<file path="src/rtl/fullsend_pkg.sv">
// Shared pipeline definitions: instruction field positions, scoreboard slot type
// and the default multicycle EX occupancy.
package fullsend_pkg;

  localparam int unsigned XLEN               = 32;
  localparam int unsigned REG_W              = 5;
  localparam int unsigned MC_LATENCY_DEFAULT = 4;

  localparam int unsigned RD_LSB         = 7;
  localparam int unsigned RS1_LSB        = 15;
  localparam int unsigned RS2_LSB        = 20;
  localparam int unsigned WRITES_RD_BIT  = 6;
  localparam int unsigned MULTICYCLE_BIT = 4;
  localparam int unsigned LONG_IMM_BIT   = 2;

  typedef logic [REG_W-1:0] reg_idx_t;

  typedef struct packed {
    logic     valid;
    reg_idx_t rd;
  } sb_slot_t;

  localparam sb_slot_t SLOT_BUBBLE = '{valid: 1'b0, rd: '0};

  // Writes to x0 are architecturally discarded, so they never occupy a slot.
  function automatic sb_slot_t make_slot(input logic writes_rd, input reg_idx_t rd);
    sb_slot_t s;
    s.valid = writes_rd && (rd != '0);
    s.rd    = s.valid ? rd : '0;
    return s;
  endfunction

  function automatic logic slot_hit(input reg_idx_t src, input sb_slot_t s);
    return s.valid && (src != '0) && (s.rd == src);
  endfunction

endpackage

</file>
<file path="src/rtl/hazard_controller_if.sv">
// Decode-stage hazard handshake: instruction and redirect in, stall decisions out.
interface hazard_controller_if;
  import fullsend_pkg::*;

  logic [XLEN-1:0] if_id_ir;
  logic            branch_taken;
  logic            hazard;
  logic            stall_if;
  logic [31:0]     stall_cycles;

  modport master (
    output if_id_ir, branch_taken,
    input  hazard, stall_if, stall_cycles
  );

  modport slave (
    input  if_id_ir, branch_taken,
    output hazard, stall_if, stall_cycles
  );
endinterface

</file>
<file path="src/rtl/hazard_scoreboard.sv">
// EX/MEM/WB destination scoreboard; EX holds and MEM takes bubbles while a
// multicycle instruction occupies EX.
module hazard_scoreboard
  import fullsend_pkg::*;
(
  input  logic     clk,
  input  logic     reset,
  input  logic     hold_ex,
  input  sb_slot_t entry,
  output sb_slot_t ex_slot,
  output sb_slot_t mem_slot,
  output sb_slot_t wb_slot
);

  // NOTE: sequential state uses non-blocking assignments so every slot samples
  // the pre-edge value of its neighbour, giving a true one-edge shift.
  always_ff @(posedge clk) begin
    if (reset) begin
      ex_slot  <= SLOT_BUBBLE;
      mem_slot <= SLOT_BUBBLE;
      wb_slot  <= SLOT_BUBBLE;
    end else begin
      wb_slot <= mem_slot;
      if (hold_ex) begin
        mem_slot <= SLOT_BUBBLE;
      end else begin
        ex_slot  <= entry;
        mem_slot <= ex_slot;
      end
    end
  end

endmodule

</file>
<file path="src/rtl/hazard_controller.sv">
// Decode-stage hazard detection: data hazards against EX/MEM, multicycle EX
// occupancy, branch squash, and a saturating stall-cycle counter.
module hazard_controller
  import fullsend_pkg::*;
#(
  parameter int unsigned MC_LATENCY = MC_LATENCY_DEFAULT
) (
  input  logic              clk,
  input  logic              reset,
  hazard_controller_if.slave bus
);

  localparam logic [3:0] MC_LOAD = 4'(MC_LATENCY - 1);

  logic [XLEN-1:0] ir;
  reg_idx_t        rd, rs1, rs2;
  logic            writes_rd, multicycle, long_imm;

  assign ir         = bus.if_id_ir;
  assign rd         = ir[RD_LSB  +: REG_W];
  assign rs1        = ir[RS1_LSB +: REG_W];
  assign rs2        = ir[RS2_LSB +: REG_W];
  assign writes_rd  = ir[WRITES_RD_BIT];
  assign multicycle = ir[MULTICYCLE_BIT];
  assign long_imm   = ir[LONG_IMM_BIT];

  sb_slot_t    ex_slot, mem_slot, wb_slot, entry;
  logic [3:0]  busy;
  logic [31:0] stall_cnt;
  logic        data_hazard, struct_hazard, stall_src, hazard;

  // WB has already written the register file, so only EX and MEM can conflict.
  assign data_hazard = slot_hit(rs1, ex_slot) || slot_hit(rs1, mem_slot) ||
                       (!long_imm && (slot_hit(rs2, ex_slot) || slot_hit(rs2, mem_slot)));
  assign struct_hazard = (busy != '0);

  // Masking with reset makes the outputs reflect the cleared state while reset is held.
  assign stall_src = (data_hazard || struct_hazard) && !reset;
  assign hazard    = stall_src || bus.branch_taken;

  assign bus.hazard       = hazard;
  assign bus.stall_if     = stall_src && !bus.branch_taken;
  assign bus.stall_cycles = stall_cnt;

  // NOTE: every signal assigned in always_comb gets a default first so no path
  // leaves it unassigned and no latch is inferred.
  always_comb begin
    entry = SLOT_BUBBLE;
    if (!hazard) entry = make_slot(writes_rd, rd);
  end

  hazard_scoreboard u_sb (
    .clk      (clk),
    .reset    (reset),
    .hold_ex  (struct_hazard),
    .entry    (entry),
    .ex_slot  (ex_slot),
    .mem_slot (mem_slot),
    .wb_slot  (wb_slot)
  );

  // A multicycle instruction only enters EX when decode actually issues it.
  always_ff @(posedge clk) begin
    if (reset) begin
      busy <= '0;
    end else if (busy != '0) begin
      busy <= busy - 4'd1;
    end else if (!hazard && multicycle) begin
      busy <= MC_LOAD;
    end
  end

  always_ff @(posedge clk) begin
    if (reset) begin
      stall_cnt <= '0;
    end else if (hazard && (stall_cnt != '1)) begin
      stall_cnt <= stall_cnt + 32'd1;
    end
  end

  logic unused_bits;
  assign unused_bits = ^{ir[31:25], ir[14:12], ir[5], ir[3], ir[1:0], wb_slot};

endmodule
</file>
<file path="src/flat_wrapper.sv">
// flat-port wrapper written by rule: the top's interface ports become plain ports
module hazard_controller_flat import fullsend_pkg::*;
#(
  parameter int unsigned MC_LATENCY = MC_LATENCY_DEFAULT
)
  (clk, reset, bus_if_id_ir, bus_branch_taken, bus_hazard, bus_stall_if, bus_stall_cycles);
  hazard_controller_if bus_i ();
  input  logic clk;
  input  logic reset;
  input wire logic [$bits(bus_i.if_id_ir)-1:0] bus_if_id_ir;
  input wire logic [$bits(bus_i.branch_taken)-1:0] bus_branch_taken;
  output wire logic [$bits(bus_i.hazard)-1:0] bus_hazard;
  output wire logic [$bits(bus_i.stall_if)-1:0] bus_stall_if;
  output wire logic [$bits(bus_i.stall_cycles)-1:0] bus_stall_cycles;
  assign bus_i.if_id_ir = bus_if_id_ir;
  assign bus_i.branch_taken = bus_branch_taken;
  assign bus_hazard = bus_i.hazard;
  assign bus_stall_if = bus_i.stall_if;
  assign bus_stall_cycles = bus_i.stall_cycles;
  hazard_controller #(.MC_LATENCY(MC_LATENCY)) u_core (.clk(clk), .reset(reset), .bus(bus_i));
endmodule
</file>
<file path="config.mk">
export PLATFORM = sky130hd
export DESIGN_NAME = hazard_controller_flat
export DESIGN_NICKNAME = d
export VERILOG_FILES = /design/src/rtl/fullsend_pkg.sv /design/src/rtl/hazard_controller_if.sv /design/src/rtl/hazard_scoreboard.sv /design/src/rtl/hazard_controller.sv /design/src/flat_wrapper.sv
export SDC_FILE = /design/constraint.sdc
export NUM_CORES = 1
export LEC_CHECK = 0
export BUFFER_PORTS_ARGS = -buffer_cell sky130_fd_sc_hd__buf_4
export CAP_MARGIN = 40
export CORE_ASPECT_RATIO = 1.25
export CORE_MARGIN = 2
export CORE_UTILIZATION = 55
export CTS_CLUSTER_SIZE = 28
export DETAILED_ROUTE_END_ITERATION = 8
export PLACE_DENSITY = 0.87
export SYNTH_ARGS = -nofsm -noshare
export SYNTH_HDL_FRONTEND = slang
export SYNTH_SLANG_ARGS = --single-unit
</file>
<file path="constraint.sdc">
create_clock -name clk -period 5.23 [get_ports clk]
set_input_delay 0.523 -clock clk [delete_from_list [all_inputs] [get_ports clk]]
set_output_delay 0.523 -clock clk [all_outputs]
set_load 0.01 [all_outputs]
</file>
After elaboration in Yosys (flattened, before gate mapping)

Index checks and enable logic that the tools add are counted.

Register bits after elaboration: 48
Bits of input ports: 35
Output and inout bits: 34
Logic and storage cells: 46

Add/sub/neg operators: 2
Equality and inequality tests: 5
Muxes and demuxes: 4
Reduce and logical (&&, ||, !) cells: 29

Operators by type and width:

| kind                                              | number |
|---|---|
| adder 32 x 1 -> 32 bit (second input constant)    | 1 |
| != test 32 bit (second input constant)            | 1 |
| == test 5 bit                                     | 4 |
| nonzero test 5 bit                                | 3 |
| logical AND 1 bit                                 | 14 |
| two-way mux 4 bit                                 | 2 |
| two-way mux 6 bit                                 | 1 |
| logical OR 1 bit                                  | 5 |
| two-way mux 5 bit                                 | 1 |
| logical NOT 1 bit                                 | 4 |
| nonzero test 4 bit                                | 1 |
| subtractor 4 x 1 -> 4 bit (second input constant) | 1 |
| nonzero test 2 bit                                | 1 |
| OR reduction 2 bit                                | 1 |

Longest topological paths before layout

Word-level depth: 13
Mapped depth: 10
Gate-level depth less buffers: 8

Modules after synthesis

From an unflattened synthesis, not the netlist that was laid out.

Cells, all modules: 301
Area total of the unflattened synthesis: 2661.3 um2

Modules (own cells, without submodules):

| module            | times used | cells each | area each (um2) | sequential area each (um2) |
|---|---|---|---|---|
| hazard_controller | 1          | 256        | 2102.0          | 720.7 |
| hazard_scoreboard | 1          | 45         | 559.3           | 360.3 |

Least setup slack after synthesis

OpenSTA, ideal clock, no wires.

Path kind: reg2reg
From: reg u_core.stall_cnt[0], in the netlist u_core.bus.stall_cycles[0]
To: reg u_core.stall_cnt[17], in the netlist u_core.bus.stall_cycles[17]
Library setup time: 0.123 ns
Arrival time: 2.456 ns
Required time: 5.107 ns
Slack: 2.651 ns
Stages on the path, launching flop included: 9
Buffers on the path: 0
Period minus slack after synthesis: 2.579 ns
Path through: dfxtp_1 -> ha_1 -> nand4_1 -> or2_2 -> or3_4 -> o32ai_4 -> nor3_2 -> and4_1 -> mux2_1

Longest elaborated chain between the ends: 2
Elaborated cells on any way between the ends: 3
Classes of those cells: add/sub (1); eq/ne (1); reduce/logical (1)

RTL lines:

| item                                                           | line                    | RTL |
|---|---|---|
| from (decl)                                                    | hazard_controller.sv:29 | `logic [31:0] stall_cnt;` |
| from (signal assigned)                                         | hazard_controller.sv:77 | `stall_cnt <= stall_cnt + 32'd1;` |
| branches (longest 2 deep; another with adder 32 x 1 -> 32 bit) | --                      |  |

Several ways; the timed one is not identified.
A chain may end at the register's enable or synchronous reset.

Worst setup path in the final report

From: reg u_core.stall_cnt[0], in the netlist u_core.bus.stall_cycles[0]
To: reg u_core.stall_cnt[31], in the netlist u_core.bus.stall_cycles[31]

The elaborated chain is that of the path after synthesis.

==> impl_metrics.toml <==
[clock_network]
cts_root_buf = "clkbuf_8"
cts_tree = "yes"
cts_max_path_buffers = 2
ctsResizeCount = 0
clk_pin_slew_ns = 0.09
htreeDepth = 2
clock_sinks = 48
clk_latency_ns = 0.30
holdBufCountCts = 0
cts_setup_buffers = 0
cts_buffers = 5

[place]
place_area_um2 = 2964
dp_hpwl_um = 4377
pre_cts_slack_ns = 2.217
dp_cells = 389
gp_congestion = 0.7889
portBuffers = 54

[logic_synthesis]
yosys_warnings = 0
ys_types = 51
syn_inst = 291
ys.flop_type = "dfxtp_1"
ys_ff_latch = 48
yosysSeqAreaShare_pct = 37.56
syn_area_per_cell_um2 = 8.793
ys_async_sr_fraction_pct = 0
synth_area_um2 = 2559
synth_nets = 328
synth_edf_count = 0

[timing]
skew_ns = 0.007666
fin_crit_ns = 3.037
finalSetupTns_ns = 0
fmax_ghz = 0.3292
period_share_pct = 58.07
rsz0062_at_grt = "no"
hold_ws_ns = 0.4539
worst_slack_ns = 2.193
final_hold_viol_count = 0
tightestPinTransition_ns = 0.9422
finalSetupViolCount = 0
slew_headroom_pct = 36.61
drv_slew = 0

[setup_path]
rr_worst_depth = 8
crit_required_ns = 5.40
cp_num_cells = 8
r2r-start = "u_core.bus.stall_cycles[0]"
crit_path_start = "u_core.bus.stall_cycles[0]"
cp_slowest_cell = "or2_2"
critical_path.max_fanout = 31
cp_top_family = "simple AND/OR/NAND/NOR gates"
end_kind = "register"
crit_type = "reg -> reg"
cp_common_cell = "or2_2"
cp_slowest_stage_delay_ns = 0.54
critPathArrivalTime_ns = 3.21
rr_endpoint = "u_core.bus.stall_cycles[31]"
setup.worst_path.start_class = "register"
path_buf_inv = 0
crit_chain = "ha_1 -> nand4_1 -> or2_2 -> or3_4 -> o32ai_4 -> or2_2 -> or3_1 -> a21oi_1"
ff2ff_setup_slack_ns = 2.19

[cells_and_area]
fill_cells = 371
final_cell_mix = "buf_4 (55), dfxtp_1 (48), xnor2_1 (27)"
nets = 375
drive_gt1_share_pct = 24.78
final_cells = 397
num_antenna_cells = 0
final_common_cell = "buf_4"
stdcell_area_um2 = 3090
area_growth_pct = 20.78

[floorplan]
floorplan.initialDensity_pct = 57.82
die_area_um2 = 5217
ioPinCount = 69
die_h_um = 80.26
num_rows = 27
core-area_um2 = 4425
die_x_um = 65.01

[min_path]
hp-class = "in -> reg"
hold_end = "u_core.u_sb.ex_slot[2]"
whs_path_depth = 2
min-delay-start = "bus_if_id_ir[9]"

[pwr]
power_density_nw_per_um2 = 302.6
leakagePower_nw = 1.153
clkPwrFrac_pct = 31.0
switching_share_pct = 29.62
power_frac_seq_pct = 44.3
p_comb_share_pct = 24.7
vdd_drop_max_uv = 165.4
internal_power_uw = 658.2
switchingPower_uw = 277.0

[global_routing]
grt_pass1_vias = 2240
grt_overflow = 0
grt_max_degree = 45
antenna_found_initial = 0
grt_usage_pct = 24.22
grt_pass1_wl_um = 10050

[routing]
drt_wl_total_um = 5978
dr.pass1.iters = 4
dr_total_vias = 2374
wl_per_cell_um = 15.06
drt-vias-per-instance = 5.980
antenna_left = 0
first_iter_violations = 139
drc = 0

[outcome]
status = "complete, no violations"

[run]
drv_cap = 0
## metrics by stage
| stage | power [mW] | util, % |
|---|---|---|
| 2_1_floorplan | 0.5861 | - |
| 3_3_place_gp | 0.6429 | 66.98 |
| 3_5_place_dp | 0.6524 | 66.98 |
| 4_1_cts | 0.9369 | 69.83 |
| 5_1_grt | 0.9826 | 69.83 |
| 6_report | 0.9351 | 69.83 |
## sequential cells by signal (all words and copies together) (netlist names)
| name | cells |
|---|---|
| u_core.bus.stall_cycles | 32 |
| u_core.busy | 4 |
| u_core.u_sb.ex_slot | 6 |
| u_core.u_sb.mem_slot | 6 |
## synthesized netlist by cell type (all sizes together) (3+ instances only)
cell	n	area, um^2
and3	10	62.56
or3	8	55.05
nor3	11	65.06
dfxtp	48	960.9
xnor2	27	236.5
nand2	23	86.33
nand3	12	60.06
or4	14	108.9
nor2b	3	18.77
o31ai	9	67.56
o211ai	3	22.52
inv	7	26.28
a21oi	20	100.1
or2	4	25.02
clkbuf	10	37.54
nand4	10	77.57
mux2	5	56.30
or4b	3	30.03
buf	5	42.53
o21ai	5	25.02
a22o	5	43.79
o41ai	4	35.03
nor2	23	96.35
## logic make-up (layout without fill, tap and decap cells)
family	Yosys count	count (layout)	share of synthesized area, %
buffers and inverters	22	70	4.156
AO/OA/AOI/OAI	56	56	16.09
AND/OR/NAND/NOR	130	130	29.44
multiplexers	5	5	2.200
adder cells (fa/ha/maj)	2	2	0.9778
XOR/XNOR	28	28	9.585
flip-flops	48	48	37.55
## worst max path at each step
stage                             endpoint  slack, ns
3_3_place_gp   u_core.bus.stall_cycles[14]       2.25
2_1_floorplan  u_core.bus.stall_cycles[17]       2.65
5_1_grt        u_core.bus.stall_cycles[14]       1.96
3_5_place_dp   u_core.bus.stall_cycles[14]       2.22
6_report       u_core.bus.stall_cycles[31]       2.19
4_1_cts        u_core.bus.stall_cycles[31]       2.21
## layout make-up
cell class	instances	area (um^2)	share of cell area, %
sequential	48	960.9	31.09
timing repair buffer	55	412.9	13.36
tap	58	72.57	2.348
inverter	7	26.28	0.8502
multi-input combinational	221	1491	48.26
clock inverter	1	30.03	0.9717
clock buffer	7	96.34	3.117
## layer usage
metal / part of all wire, % / GRT usage, %
met5: 0 / 0
met4: 1.7 / 7.234
met3: 3.7 / 4.342
met2: 54 / 44.64
met1: 40 / 28.19
## power groups by stage
stage / combinational (mW) / sequential, mW / clock [mW]
global placement: 0.221 / 0.422 / 0
global route: 0.255 / 0.419 / 0.309
finish: 0.231 / 0.415 / 0.290
floorplan: 0.167 / 0.419 / 0
detailed placement: 0.230 / 0.423 / 0
CTS: 0.231 / 0.414 / 0.292
Note: power is estimated with default switching activity, not from simulation.
